### src/rtl/vdp_bridge_pkg.sv
// Shared encodings and bus-cycle decode for the VDP host bridge.
// Used by vdp_host_bridge and vdp_bus_timer.
package vdp_bridge_pkg;

    localparam int STROBE_CYC_DEF = 4;
    localparam int GAP_CYC_DEF    = 8;

    localparam logic [7:0] CTRL_REG_PFX   = 8'h80;
    localparam logic [7:0] CTRL_WADDR_PFX = 8'h40;

    localparam logic MODE_DATA = 1'b0;
    localparam logic MODE_CTRL = 1'b1;

    typedef enum logic [1:0] {
        OP_WREG  = 2'd0,
        OP_WVRAM = 2'd1,
        OP_RVRAM = 2'd2,
        OP_RSTAT = 2'd3
    } vdp_op_e;

    typedef enum logic [1:0] {
        ST_IDLE,
        ST_STROBE,
        ST_GAP
    } bridge_state_e;

    typedef struct packed {
        logic       mode;
        logic       rd;
        logic [7:0] dout;
    } bus_cyc_t;

    // Steps 0/1 are the control (address/register) writes, step 2 the data cycle.
    function automatic logic [1:0] last_step(input vdp_op_e op);
        case (op)
            OP_WREG:  return 2'd1;
            OP_RSTAT: return 2'd0;
            default:  return 2'd2;
        endcase
    endfunction

    function automatic bus_cyc_t bus_cycle(input vdp_op_e    op,
                                           input logic [1:0] step,
                                           input logic [13:0] addr,
                                           input logic [7:0] data);
        bus_cyc_t c;
        c.mode = MODE_CTRL;
        c.rd   = 1'b0;
        c.dout = 8'h00;
        case (op)
            OP_WREG: begin
                c.dout = (step == 2'd0) ? data : (CTRL_REG_PFX | {5'b00000, addr[2:0]});
            end
            OP_RSTAT: begin
                c.rd = 1'b1;
            end
            default: begin
                if (step == 2'd0) begin
                    c.dout = addr[7:0];
                end else if (step == 2'd1) begin
                    c.dout = {2'b00, addr[13:8]} | ((op == OP_WVRAM) ? CTRL_WADDR_PFX : 8'h00);
                end else begin
                    c.mode = MODE_DATA;
                    c.rd   = (op == OP_RVRAM);
                    c.dout = (op == OP_WVRAM) ? data : 8'h00;
                end
            end
        endcase
        return c;
    endfunction

endpackage

### src/rtl/vdp_bus_timer.sv
// One bus cycle = 1 setup clock, STROBE_CYC strobe clocks, GAP_CYC idle clocks.
// strobe is registered so the VDP strobes come straight from flops.
module vdp_bus_timer
    import vdp_bridge_pkg::*;
#(
    parameter int STROBE_CYC = STROBE_CYC_DEF,
    parameter int GAP_CYC    = GAP_CYC_DEF
) (
    input  logic clk40m,
    input  logic rst_n,
    input  logic start,
    output logic busy,
    output logic strobe,
    output logic last_strobe,
    output logic done
);

    localparam logic [8:0] STB_END = 9'(STROBE_CYC);
    localparam logic [8:0] CYC_END = 9'(STROBE_CYC + GAP_CYC);

    logic [8:0] cnt_q, cnt_d;
    logic       busy_q, busy_d;
    logic       strobe_q, strobe_d;

    always_comb begin
        cnt_d  = cnt_q;
        busy_d = busy_q;
        if (start) begin
            cnt_d  = 9'd0;
            busy_d = 1'b1;
        end else if (busy_q) begin
            if (cnt_q == CYC_END) begin
                busy_d = 1'b0;
            end else begin
                cnt_d = cnt_q + 9'd1;
            end
        end
        strobe_d = busy_d && (cnt_d != 9'd0) && (cnt_d <= STB_END);
    end

    always_ff @(posedge clk40m) begin
        if (!rst_n) begin
            cnt_q    <= 9'd0;
            busy_q   <= 1'b0;
            strobe_q <= 1'b0;
        end else begin
            cnt_q    <= cnt_d;
            busy_q   <= busy_d;
            strobe_q <= strobe_d;
        end
    end

    assign busy        = busy_q;
    assign strobe      = strobe_q;
    assign last_strobe = busy_q && (cnt_q == STB_END);
    assign done        = busy_q && (cnt_q == CYC_END);

endmodule

### src/rtl/vdp_host_bridge.sv
// Host command to VDP bus-cycle bridge (WREG/WVRAM/RVRAM/RSTAT).
// Define VDP_HOST_BRIDGE_ADDR_CACHE_EN to skip address writes on sequential VRAM access.
module vdp_host_bridge
    import vdp_bridge_pkg::*;
#(
    parameter int STROBE_CYC = STROBE_CYC_DEF,
    parameter int GAP_CYC    = GAP_CYC_DEF
) (
    input  logic        clk40m,
    input  logic        rst_n,
    input  logic        cmd_valid,
    output logic        cmd_ready,
    input  logic [1:0]  cmd_op,
    input  logic [13:0] cmd_addr,
    input  logic [7:0]  cmd_data,
    output logic        rsp_valid,
    output logic [7:0]  rsp_data,
    output logic        vdp_mode,
    output logic [7:0]  vdp_dout,
    input  logic [7:0]  vdp_din,
    output logic        vdp_in_n,
    output logic        vdp_out_n
);

    bridge_state_e state_q, state_d;
    logic          ready_q, ready_d;
    vdp_op_e       op_q, op_d;
    logic [13:0]   addr_q, addr_d;
    logic [7:0]    data_q, data_d;
    logic [1:0]    step_q, step_d;
    bus_cyc_t      cyc_q, cyc_d;
    logic          rsp_valid_q, rsp_valid_d;
    logic [7:0]    rsp_data_q, rsp_data_d;

    vdp_op_e    cmd_op_e;
    logic       accept;
    logic       cache_hit;
    logic [1:0] start_step;
    logic [1:0] step_inc;
    logic       tmr_start, tmr_busy, tmr_strobe, tmr_last, tmr_done;

    assign cmd_op_e   = vdp_op_e'(cmd_op);
    assign accept     = cmd_valid && ready_q && !tmr_busy;
    assign start_step = cache_hit ? 2'd2 : 2'd0;
    assign step_inc   = step_q + 2'd1;

`ifdef VDP_HOST_BRIDGE_ADDR_CACHE_EN
    logic        cv_q, cv_d;
    logic        cdir_q, cdir_d;
    logic [13:0] cnext_q, cnext_d;
    logic        is_vram, is_rd;

    assign is_vram   = (cmd_op_e == OP_WVRAM) || (cmd_op_e == OP_RVRAM);
    assign is_rd     = (cmd_op_e == OP_RVRAM);
    assign cache_hit = cv_q && is_vram && (cdir_q == is_rd) && (cmd_addr == cnext_q);

    // Shadow of the VDP auto-incrementing pointer; updated at acceptance since
    // an accepted command always completes unless reset, which clears it.
    always_comb begin
        cv_d    = cv_q;
        cdir_d  = cdir_q;
        cnext_d = cnext_q;
        if (accept) begin
            if (is_vram) begin
                cv_d    = 1'b1;
                cdir_d  = is_rd;
                cnext_d = cmd_addr + 14'd1;
            end else begin
                cv_d = 1'b0;
            end
        end
    end

    always_ff @(posedge clk40m) begin
        if (!rst_n) begin
            cv_q    <= 1'b0;
            cdir_q  <= 1'b0;
            cnext_q <= 14'd0;
        end else begin
            cv_q    <= cv_d;
            cdir_q  <= cdir_d;
            cnext_q <= cnext_d;
        end
    end
`else
    assign cache_hit = 1'b0;
`endif

    always_comb begin
        state_d     = state_q;
        ready_d     = ready_q;
        op_d        = op_q;
        addr_d      = addr_q;
        data_d      = data_q;
        step_d      = step_q;
        cyc_d       = cyc_q;
        rsp_valid_d = 1'b0;
        rsp_data_d  = rsp_data_q;
        tmr_start   = 1'b0;
        case (state_q)
            ST_IDLE: begin
                if (accept) begin
                    op_d      = cmd_op_e;
                    addr_d    = cmd_addr;
                    data_d    = cmd_data;
                    step_d    = start_step;
                    cyc_d     = bus_cycle(cmd_op_e, start_step, cmd_addr, cmd_data);
                    tmr_start = 1'b1;
                    ready_d   = 1'b0;
                    state_d   = ST_STROBE;
                end
            end
            ST_STROBE: begin
                if (tmr_last) begin
                    state_d = ST_GAP;
                    if (cyc_q.rd) begin
                        rsp_valid_d = 1'b1;
                        rsp_data_d  = vdp_din;
                    end
                end
            end
            ST_GAP: begin
                if (tmr_done) begin
                    if (step_q == last_step(op_q)) begin
                        state_d = ST_IDLE;
                        ready_d = 1'b1;
                    end else begin
                        step_d    = step_inc;
                        cyc_d     = bus_cycle(op_q, step_inc, addr_q, data_q);
                        tmr_start = 1'b1;
                        state_d   = ST_STROBE;
                    end
                end
            end
            default: begin
                state_d = ST_IDLE;
                ready_d = 1'b1;
            end
        endcase
    end

    // ready_q stays 0 through reset and rises on the first clock after release.
    always_ff @(posedge clk40m) begin
        if (!rst_n) begin
            state_q     <= ST_IDLE;
            ready_q     <= 1'b0;
            op_q        <= OP_WREG;
            addr_q      <= 14'd0;
            data_q      <= 8'h00;
            step_q      <= 2'd0;
            cyc_q       <= '0;
            rsp_valid_q <= 1'b0;
            rsp_data_q  <= 8'h00;
        end else begin
            state_q     <= state_d;
            ready_q     <= (state_d == ST_IDLE) ? 1'b1 : ready_d;
            op_q        <= op_d;
            addr_q      <= addr_d;
            data_q      <= data_d;
            step_q      <= step_d;
            cyc_q       <= cyc_d;
            rsp_valid_q <= rsp_valid_d;
            rsp_data_q  <= rsp_data_d;
        end
    end

    vdp_bus_timer #(
        .STROBE_CYC (STROBE_CYC),
        .GAP_CYC    (GAP_CYC)
    ) u_timer (
        .clk40m      (clk40m),
        .rst_n       (rst_n),
        .start       (tmr_start),
        .busy        (tmr_busy),
        .strobe      (tmr_strobe),
        .last_strobe (tmr_last),
        .done        (tmr_done)
    );

    assign cmd_ready = ready_q;
    assign rsp_valid = rsp_valid_q;
    assign rsp_data  = rsp_data_q;
    assign vdp_mode  = cyc_q.mode;
    assign vdp_dout  = cyc_q.dout;
    assign vdp_in_n  = ~(tmr_strobe & cyc_q.rd);
    assign vdp_out_n = ~(tmr_strobe & ~cyc_q.rd);

endmodule

### config.mk
export PLATFORM = sky130hd
export DESIGN_NAME = vdp_host_bridge
export DESIGN_NICKNAME = d
export VERILOG_FILES = /design/src/rtl/vdp_bridge_pkg.sv /design/src/rtl/vdp_bus_timer.sv /design/src/rtl/vdp_host_bridge.sv
export SDC_FILE = /design/constraint.sdc
export NUM_CORES = 1
export LEC_CHECK = 0
export CAP_MARGIN = 5
export CORE_ASPECT_RATIO = 0.75
export CORE_MARGIN = 3
export CORE_UTILIZATION = 46
export DETAILED_ROUTE_END_ITERATION = 10
export PLACE_DENSITY = 0.71
export SLEW_MARGIN = 20
export SYNTH_ARGS = -nofsm -noshare
export SYNTH_HDL_FRONTEND = slang
export SYNTH_HIERARCHICAL = 1
export SYNTH_SLANG_ARGS = --single-unit
### constraint.sdc
create_clock -name clk40m -period 5.9 [get_ports clk40m]
set_clock_uncertainty 0.05 [all_clocks]
set_input_delay 1.77 -clock clk40m [delete_from_list [all_inputs] [get_ports clk40m]]
set_output_delay 1.77 -clock clk40m [all_outputs]
set_load 0.005 [all_outputs]
# Word level (Yosys, flattened, before mapping)
# Index checks and enable logic that the tools add are counted.
# classes
addsub,2
n_bitwise,6
mux,44
reduce_logical,20
magnitude_cmp,1
n_eq_ne,17
# ops
operator,count
8-bit 2-to-1 mux,4
8-bit one-hot mux with 2 select lines,2
10-bit 2-to-1 mux,3
9-bit 2-to-1 mux,3
2-bit 2-to-1 mux,10
10-bit one-hot mux with 2 select lines,1
1-bit 2-to-1 mux,14
2-bit logical NOT,5
"9-bit by 1-bit adder with 9-bit output, second input constant",1
"9-bit by 3-bit == test with 1-bit output, second input constant",1
"9-bit by 4-bit == test with 1-bit output, second input constant",1
"9-bit by 3-bit less-or-equal comparator with 1-bit output, second input constant",1
"3-bit != test, second input constant",3
9-bit nonzero test,1
"2-bit == test, second input constant",4
"2-bit != test, second input constant",4
2-bit one-hot mux with 2 select lines,2
4-bit AND reduction,2
7-bit 2-to-1 mux,1
6-bit by 7-bit OR with 7-bit output,1
"2-bit by 1-bit == test with 1-bit output, second input constant",3
1-bit logical AND,6
2-bit one-hot mux with 3 select lines,1
3-bit AND reduction,2
other kinds (10),14
# word_totals
input_bits,35
ff_bits,59
out_inout_bits,21

# Longest topological paths before layout
# Gate-level depths: netlist of the first run.
# logic_depth
word_depth,12
ltp_mapped,14
depth_no_buf,13

# Cells and area by module
# The synthesis of the first run kept the hierarchy.
# by_module_without_submodules
mod,seq_area_each_um2,area_per_inst_um2,cells_per_inst,n_inst
vdp_host_bridge,960.9,2496.1,318,1
vdp_bus_timer,220.2,653.1,77,1

# Worst setup path before layout of the first run
# Ideal clock, no wire load.
# synth_timing
kind,input -> register
from,input port cmd_valid
to,register u_timer.strobe_q (netlist: u_timer/strobe)
required_time_ns,5.762
setup_slack_ns,2.587
stages,9
setup_time_ns,0.088
t_arrival_ns,3.175
cell_sequence,nor2b_1 > and3_1 > buf_2 > nor2_4 > inv_4 > clkbuf_1 > nor3_1 > xor2_1 > nor4_2
# synth_between
elab_chain_cells,8
# synth_lines
item,line_no,source
start: declaration,vdp_host_bridge.sv:11,"input logic cmd_valid,"
1-bit logical AND * (2 in series),vdp_host_bridge.sv:43,assign accept = cmd_valid && ready_q && !tmr_busy;
1-bit 2-to-1 mux *,vdp_host_bridge.sv:102,if (accept) begin
1-bit one-hot mux with 2 select lines *,vdp_host_bridge.sv:100,case (state_q)
net tmr_start,vdp_host_bridge.sv:40,"logic tmr_start, tmr_busy, tmr_strobe, tmr_last, tmr_done;"
branches (longest 3 deep; another with 9-bit by 3-bit less-or-equal comparator with 1-bit output),n/a,
1-bit logical AND *,vdp_bus_timer.sv:38,strobe_d = busy_d && (cnt_d != 9'd0) && (cnt_d <= STB_END);
end signal: assignment,vdp_bus_timer.sv:49,strobe_q <= strobe_d;
end: declaration,vdp_bus_timer.sv:23,"logic strobe_q, strobe_d;"
# Mark *: on every way through the listed nets, which the timed path passes.
# A chain may end at the register's enable or synchronous reset.

# Worst setup path in the final report of the first run
# Ends and elaborated chain as after synthesis.

==> metrics, run 1 <==
Syn-to-layout area delta 21.69%; Antenna diodes 0; clock latency on the worst-skew pair 360 ps; worst flop-to-flop path startpoint op_q[1]$_SDFFE_PN0P_; Resize count post-CTS 0; wire length per cell 14.81 um; final hold violation count 0; Root Driver clkbuf_8; R2R Path End u_timer/strobe$_SDFF_PN0_; # setup viols final 0; mean area per synthesized cell 7.973 um^2; Required @ worst endpoint 6120 ps; Worst Hold End vdp_dout[3]$_SDFFE_PN0P_; Worst Path Max Fanout 28; cell family with most CP delay simple AND/OR/NAND/NOR gates; Top Ports 56; # hold bufs at CTS 0; worst hold path type flip-flop to flip-flop; worst path bufs/invs 3; Antenna Violating Nets Remaining 0; setup TNS 0 ps; H-Tree Depth 3; Period Utilization, post-route 0.6253; crit path launch type primary input; Least-Margin Pin Slew 1039 ps; die height 77.66 um; hpwl dp 5.352 mm; Post-Syn Instances 395; clock tree buffer depth 2; Die X 101.5 um; Post-synth top flop dfxtp_1; GRT Util Overall 0.2035; CTS tree yes; ys async rst share 0; row cnt 25; core area 0.006475 mm^2; hold slack 408.3 ps; Port Buffers 55; Setup crit end kind flip-flop; Min Clock Period, post-route 3689 ps; largest net degree at the start of global routing 35; cell taking the most area after synthesis dfxtp_1; Worst R2R Setup Slack 3070 ps; FMAX 271.1 MHz; FILL cells 592; Starting Density 0.4864; number of synthesized flops with an enable pin 0; Synth top area share 0.3750; sequential fraction of the synthesis area 0.3750; Syn Nets 440; Cell variety after synth 52; VDD IR max 0.0001456 V; Max-slew headroom 0.3052; DRC Markers 0; outcome finished, final reports clean; share of cells above drive strength 1 0.07780; First-pass DRT Iterations 5; antenna violations before repair 0; max_cap viols 0; DR iter-0 viols 277; top post-synthesis cells by area dfxtp_1, nand2_1, a21boi_0, o21ai_0, ha_1; clk sinks 59; global placer's final weighted congestion 0.8463; Crit Path Class primary input to flip-flop; Yosys reg bits 59; Worst path slowest cell clkdlybuf4s50_1; RSZ-0062 raised after global routing false; Post-CTS Setup Bufs 0; Cell Chain, Critical Path clkdlybuf4s50_1 -> nor2b_1 -> and3_1 -> buf_4 -> nor2_4 -> inv_4 -> nor3_1 -> xor2_1 -> nor4_2; final wirelength 7.672 mm; Vias/cell 5.390; clock slew at reported path FFs 80 ps; hold_sp vdp_dout[3]$_SDFFE_PN0P_; routed vias 2792; crit-path max cell delay 410 ps; overflow left after global routing 0; DIE AREA 0.007885 mm^2; Mapped Area 0.003149 mm^2; final net count 477; total CTS buffers 9; hold path depth 2; global-route wire length before repair 12.52 mm; LEAKAGE 1.337 nW; number of global-route vias before repair 2463; number of synthesis warnings 6; CP arrival 3910 ps; FF-to-FF path depth 9; P per Cell Area 239.5 mW/mm^2; Slew Limit Fails 0
synth_stat cells (9+ instances only):
library cell   n
dfxtp_1       59
nor2_1        16
clkbuf_1      11
buf_2          9
inv_1         13
nand2_1       94
a21boi_0      32
ha_1          10
nand3_1       14
buf_4          9
o21ai_0       27
a21oi_1       14
flip-flops by register name (all words and copies together) (netlist names), 2 cells and up:
signal and cells:
addr_q 14, data_q 8, op_q 2, rsp_data 8
state_q 2, step_q 2, u_timer/cnt_q 9, vdp_dout 8
final cells by class:
| cell class | count | area [um^2] | area share |
|---|---|---|---|
| clock buffer | 11 | 141.4 | 0.03689 |
| clock inverter | 5 | 52.55 | 0.01371 |
| inverter | 14 | 55.05 | 0.01436 |
| multi-input combinational | 290 | 1733 | 0.4522 |
| sequential | 59 | 1181 | 0.3082 |
| tap | 81 | 101.3 | 0.02644 |
| timing repair buffer | 58 | 568.0 | 0.1482 |
worst reg2reg max path: stages (launching register included):
cell and delay (ps):
dfxtp_1 390, inv_1 80, ha_1 640, xor2_2 160
o211a_4 320, nor2_4 260, inv_4 150, nor3_1 300
xor2_1 130, nor4_2 280
per-stage QoR:
stage | total power [W] | setup slack [ps] | std cells | util | cell area (um^2)
after floorplan | 0.0005069 | 2587 | 395 | - | 3149
after global placement | 0.0005546 | 1955 | 502 | 0.5627 | 3643
after detailed placement | 0.0005560 | 1879 | 502 | 0.5627 | 3643
after CTS | 0.0009218 | 2229 | 518 | 0.5927 | 3837
after global routing | 0.0009583 | 2068 | 518 | 0.5919 | 3832
final | 0.0009177 | 2211 | 518 | 0.5919 | 3832
how the worst max path moves through the flow:
stage | from | to | cells after the start
after global placement | cmd_valid | u_timer/strobe$_SDFF_PN0_ | 9
final | cmd_valid | u_timer/strobe$_SDFF_PN0_ | 9
after detailed placement | cmd_valid | u_timer/strobe$_SDFF_PN0_ | 9
after global routing | cmd_valid | u_timer/strobe$_SDFF_PN0_ | 9
after CTS | cmd_valid | u_timer/strobe$_SDFF_PN0_ | 9
after floorplan | cmd_valid | u_timer/strobe$_SDFF_PN0_ | 9
power by group:
| group | switching (W) | internal [W] |
|---|---|---|
| Sequential | 0.0000131 | 0.000414 |
| Combinational | 0.0000642 | 0.0000573 |
| Clock | 0.000165 | 0.000204 |
cell families (layout without fill, tap and decap cells):
group                    Yosys count  in the layout  share of synthesized area
AO/OA/AOI/OAI                    103            103                     0.2296
XOR/XNOR                           9              9                    0.02742
adder cells (fa/ha/maj)           10             10                    0.03973
buffers and inverters             46             88                    0.07469
flip-flops                        59             59                     0.3750
multiplexers                       4              4                    0.01271
AND/OR/NAND/NOR                  164            164                     0.2408
placed cells by master (no fill, tap or decap), drive strengths merged, types with 5 or more instances in the layout:
cell,n
a221oi,6
a21boi,35
nand2b,5
nand2,95
nand3,14
ha,10
a21oi,14
clkdlybuf4s50,54
o21ai,27
clkbuf,11
xor2,6
nor3,7
nor2b,7
inv,14
dfxtp,59
nor2,17
nand4,5
routing by layer:
metal / up-vias / part of all wire / GRT usage
li1: 1414 / - / -
met1: 1289 / 0.49 / 0.3015
met3: 7 / 0.073 / 0.06649
met4: 0 / 0.012 / 0.06773
met5: - / 0 / 0
met2: 82 / 0.42 / 0.2728
Power figures use the tool's default switching activity.
==> run 2: changes to the inputs <==
==> constraint.sdc (replaced) <==
create_clock -name clk40m -period 3.5 [get_ports clk40m]
set_clock_uncertainty 0.05 [all_clocks]
set_input_delay 1.05 -clock clk40m [delete_from_list [all_inputs] [get_ports clk40m]]
set_output_delay 1.05 -clock clk40m [all_outputs]
set_load 0.005 [all_outputs]
==> run 2 against run 1 <==
Compared with the run above: die area did not move; clock-buffer cell count rose by 1; core utilization rose by 0.83 points; design area rose by 1.4%; largest cell class unchanged; sequential power rose by 68%; hold slack got worse by 5.6 ps; non-clock buffer count rose by 4; highest routed layer unchanged; register-to-register slack got worse by 2300 ps; wire length rose by 2.1%; first-iteration DRC count fell by 16%; critical path depth rose by 4; via count fell by 1.0%.
==> metrics, run 2 (same netlist as run 1, synthesis figures left out) <==
Slew Limit Fails 0; FF-to-FF path depth 13; register area 0.001181 mm^2; P per Cell Area 408.1 mW/mm^2; CP arrival 2940 ps; routed vias 2763; Cell Int Power 0.001183 W; worst hold path type flip-flop to flip-flop; row cnt 25; worst setup slack after placement 620.0 ps; hpwl dp 5.381 mm; overflow left after global routing 0; hold path depth 2; placed inst area 0.003674 mm^2; Die X 101.5 um; CTS tree yes; Top Ports 56; Max-slew headroom 0.5496; Starting Density 0.4864; R2R Path End u_timer/strobe$_SDFF_PN0_; DIE AREA 0.007885 mm^2; Worst Path Max Fanout 15; Root Driver clkbuf_8; Clk pwr share 0.414; antenna violations before repair 0; core area 0.006475 mm^2; Largest register FFs 14; sw frac 0.2542; Period Utilization, post-route 0.7827; Crit Path Class flip-flop to flip-flop; Port Buffers 55; Worst Hold End vdp_dout[5]$_SDFFE_PN0P_; Design Area, Final 0.003886 mm^2; setup TNS 0 ps; share of cells above drive strength 1 0.08617; global-route wire length before repair 12.50 mm; final net count 481; logic gate share of total power 0.132; total CTS buffers 9; NetSw 0.0004032 W; DR iter-0 viols 234; DRC Markers 0; GRT Util Overall 0.2031; clock tree buffer depth 2; area of the multi-input gates 0.001733 mm^2; Vias/cell 5.293; most common cell after layout, fill and taps aside nand2_1; largest registers addr_q (14), u_timer/cnt_q (9); Cells after DPL 506; final std cells w/o fill 522; clock latency on the worst-skew pair 340 ps; H-Tree Depth 3; max_cap viols 0; Most flops, register addr_q; VDD IR max 0.0002114 V; # hold bufs at CTS 0; Min Clock Period, post-route 2739 ps; global placer's final weighted congestion 0.8299; wire length per cell 15.00 um; RSZ-0062 raised after global routing false; final hold violation count 0; Required @ worst endpoint 3700 ps; Antenna Violating Nets Remaining 0; FILL cells 612; clk sinks 59; hold slack 402.7 ps; hold_sp vdp_dout[5]$_SDFFE_PN0P_; die height 77.66 um; worst flop-to-flop path startpoint u_timer/cnt_q[0]$_SDFF_PN0_; # setup viols final 0; clock slew at reported path FFs 70 ps; Least-Margin Pin Slew 675.6 ps; Worst R2R Setup Slack 760 ps; Syn-to-layout area delta 23.40%; Post-CTS Setup Bufs 0; PnR worst setup slack 760.7 ps; number of global-route vias before repair 2389; Resize count post-CTS 0; Setup crit end kind flip-flop; First-pass DRT Iterations 4; largest net degree at the start of global routing 29; outcome finished, final reports clean; crit path launch type flip-flop; Antenna diodes 0; FMAX 365.1 MHz; most frequent cells in the layout nand2_1, dfxtp_1, clkdlybuf4s50_1, a21boi_0, o21ai_0; LEAKAGE 1.365 nW; sequential share of power 0.453; final wirelength 7.831 mm
[run 2: how the worst max path moves through the flow]
stage	to	slack, ps	from
6_report	u_timer/strobe$_SDFF_PN0_	760	u_timer/cnt_q[0]$_SDFF_PN0_
5_1_grt	u_timer/strobe$_SDFF_PN0_	540	u_timer/cnt_q[0]$_SDFF_PN0_
4_1_cts	u_timer/strobe$_SDFF_PN0_	790	u_timer/cnt_q[0]$_SDFF_PN0_
3_5_place_dp	u_timer/strobe$_SDFF_PN0_	620	cmd_valid
3_3_place_gp	u_timer/strobe$_SDFF_PN0_	680	cmd_valid
2_1_floorplan	u_timer/strobe$_SDFF_PN0_	910	cmd_valid
[run 2: critical path: stages (launching register included)]
cell     delay (ps)
dfxtp_1         360
inv_1            90
ha_1            150
nor3b_2         300
and2_2          230
nand3_1         120
nor2_1          260
o211a_4         270
nor2_4           50
inv_4           140
a21oi_1          60
mux2i_1         180
xor2_1          100
nor4_2          280
[run 2: layer usage]
metal / track usage / share of wire
met3: 0.06828 / 0.084
met2: 0.2787 / 0.42
met1: 0.3036 / 0.48
met4: 0.04648 / 0.0082
met5: 0 / 0
[run 2: power groups by stage]
stage,Combinational (W),Clock [W],Sequential [W]
4_1_cts,0.000210,0.000670,0.000718
3_3_place_gp,0.000205,0,0.000733
2_1_floorplan,0.000128,0,0.000727
3_5_place_dp,0.000209,0,0.000733
6_report,0.000210,0.000657,0.000719
5_1_grt,0.000231,0.000709,0.000721
[run 2: stage by stage]
stage / utilization / total power (W)
finish: 0.6002 / 0.001586
global route: 0.6002 / 0.001662
CTS: 0.6002 / 0.001598
detailed placement: 0.5673 / 0.0009418
global placement: 0.5673 / 0.0009382
floorplan: - / 0.0008545
[run 2: cell type report]
type | instances | area share
tap | 81 | 0.02608
timing repair buffer | 62 | 0.1552
clock inverter | 4 | 0.01223
multi-input combinational | 290 | 0.4459
sequential | 59 | 0.3039
inverter | 14 | 0.01417
clock buffer | 12 | 0.04250
==> run 3: changes to the inputs <==
==> constraint.sdc (replaced) <==
create_clock -name clk40m -period 2.6 [get_ports clk40m]
set_clock_uncertainty 0.05 [all_clocks]
set_input_delay 0.78 -clock clk40m [delete_from_list [all_inputs] [get_ports clk40m]]
set_output_delay 0.78 -clock clk40m [all_outputs]
set_load 0.005 [all_outputs]
==> run 3 against run 2 <==
Compared with the run above: first-iteration DRC count is 17% lower; clock power increased by 23%; total power rose by 31%; core utilization is 0.58 points higher; wire length grew 2.4%; sequential share of layout area decreased by 0.29 points; register-to-register slack worse by 550 ps; cell count is 0.96% higher; combinational power rose by 40%; non-clock buffer count increased by 6; via count is 4.7% higher; critical path depth fell by 1; critical endpoint unchanged.
==> metrics, run 3 (same netlist as run 1, synthesis figures left out) <==
die height 77.66 um; final hold violation count 0; clock latency on the worst-skew pair 340 ps; number of global-route vias before repair 2675; Antenna Violating Nets Remaining 0; outcome finished, final reports clean; DR iter-0 viols 195; LEAKAGE 1.391 nW; wire length per cell 15.22 um; Cells after DPL 512; Least-Margin Pin Slew 485.8 ps; Largest register FFs 14; Root Driver clkbuf_8; Vias/cell 5.490; global placer's final weighted congestion 0.9039; Slew Limit Fails 0; most frequent cells in the layout nand2_1, dfxtp_1, clkdlybuf4s50_1, a21boi_0, o21ai_0; max_cap viols 0; CTS tree yes; H-Tree Depth 3; most common cell after layout, fill and taps aside nand2_1; # setup viols final 0; overflow left after global routing 0; Syn-to-layout area delta 24.59%; clock tree buffer depth 2; clock slew at reported path FFs 70 ps; placed inst area 0.003719 mm^2; CP arrival 2590 ps; Required @ worst endpoint 2800 ps; hold path depth 2; Die X 101.5 um; Setup crit end kind flip-flop; worst flop-to-flop path startpoint u_timer/cnt_q[0]$_SDFF_PN0_; hpwl dp 5.588 mm; Crit Path Class flip-flop to flip-flop; # hold bufs at CTS 0; clk sinks 59; DIE AREA 0.007885 mm^2; P per Cell Area 528.1 mW/mm^2; Antenna diodes 0; routed vias 2893; FMAX 418.4 MHz; Worst Hold End addr_q[4]$_SDFFE_PN0P_; Worst R2R Setup Slack 210 ps; Most flops, register addr_q; Worst Path Max Fanout 10; FF-to-FF path depth 12; hold_sp addr_q[4]$_SDFFE_PN0P_; total CTS buffers 9; share of cells above drive strength 1 0.09865; Design Area, Final 0.003924 mm^2; final net count 487; Min Clock Period, post-route 2390 ps; largest net degree at the start of global routing 38; DRC Markers 0; row cnt 25; crit path launch type flip-flop; worst hold path type flip-flop to flip-flop; core area 0.006475 mm^2; final wirelength 8.022 mm; VDD IR max 0.0002467 V; largest registers addr_q (14), u_timer/cnt_q (9); GRT Util Overall 0.2122; global-route wire length before repair 13.11 mm; Port Buffers 55; antenna violations before repair 0; Top Ports 56; final std cells w/o fill 527; Period Utilization, post-route 0.9191; Starting Density 0.4864; Max-slew headroom 0.6761; First-pass DRT Iterations 5; R2R Path End u_timer/strobe$_SDFF_PN0_
==> run 3: cell types whose count changed in the layout (fill, tap and decap cells not counted), sizes merged <==
cell / before / now
bufinv: 1 / 0
clkinv: 2 / 1
clkbuf: 12 / 14
buf: 7 / 13
clkinvlp: 1 / 0
==> run 3: critical path, stage by stage (launching register included) <==
cell and delay, ps:
dfxtp_1 340, inv_1 70, ha_1 190, nor3b_2 160
and2_2 220, nand3_1 160, nor2_4 70, o211a_4 180
nor2_4 120, inv_4 70, nor3_1 300, xor2_1 130
nor4_2 250
==> run 3: metrics by stage <==
| stage | TNS, ps | setup slack, ps | util | hold WS [ps] | power, W |
|---|---|---|---|---|---|
| 6_report | 0 | 210.2 | 0.6060 | 408.8 | 0.002072 |
| 5_1_grt | -26.31 | -26.31 | 0.6060 | 431.2 | 0.002169 |
| 4_1_cts | 0 | 160.2 | 0.6048 | 408.7 | 0.002088 |
| 3_5_place_dp | 0 | 20.34 | 0.5743 | 398.2 | 0.001278 |
| 3_3_place_gp | 0 | 102.8 | 0.5743 | 396.3 | 0.001272 |
| 2_1_floorplan | 0 | 94.37 | - | 381.2 | 0.001150 |
==> run 3: how the worst max path moves through the flow <==
stage               slack, ps                         from  depth (start not counted)                         to
floorplan                  90  u_timer/cnt_q[0]$_SDFF_PN0_                         14  u_timer/strobe$_SDFF_PN0_
global placement          100                    cmd_valid                          8  u_timer/strobe$_SDFF_PN0_
detailed placement         20                    cmd_valid                          8  u_timer/strobe$_SDFF_PN0_
CTS                       160  u_timer/cnt_q[1]$_SDFF_PN0_                         13  u_timer/strobe$_SDFF_PN0_
global route              -30  u_timer/cnt_q[1]$_SDFF_PN0_                         13  u_timer/strobe$_SDFF_PN0_
finish                    210  u_timer/cnt_q[0]$_SDFF_PN0_                         12  u_timer/strobe$_SDFF_PN0_
==> run 3: per-layer routing <==
layer / GRT usage / vias to the layer above / part of all wire / wire length [um]
met1: 0.3084 / 1341 / 0.48 / 3844
met2: 0.2983 / 103 / 0.44 / 3540
met3: 0.07008 / 7 / 0.073 / 585
met5: 0 / - / 0 / 0
met4: 0.05710 / 0 / 0.0064 / 51
li1: - / 1442 / - / -
==> run 3: area by class of cell <==
class	instances	area, um^2
fill	594	2551
multi-input combinational	290	1740
sequential	59	1181
timing repair buffer	68	648.1
clock buffer	14	192.7
tap	81	101.3
inverter	14	55.05
clock inverter	1	5.005
==> run 3: power breakdown <==
part	leakage (nW)	internal, W	total, W	switching, W
logic	0.808	0.000142	0.000294	0.000152
clock network	0.105	0.000469	0.000810	0.000341
registers	0.479	0.000939	0.000968	0.0000290
total	1.39	0.00155	0.00207	0.000522
==> run 3: repair_timing <==
| action | in CTS | in global routing |
|---|---|---|
| gates resized for setup | 0 | 2 |
| setup buffers | 0 | 0 |
| hold endpoints to repair | 0 | 0 |
| setup endpoints to repair | 0 | 1 |
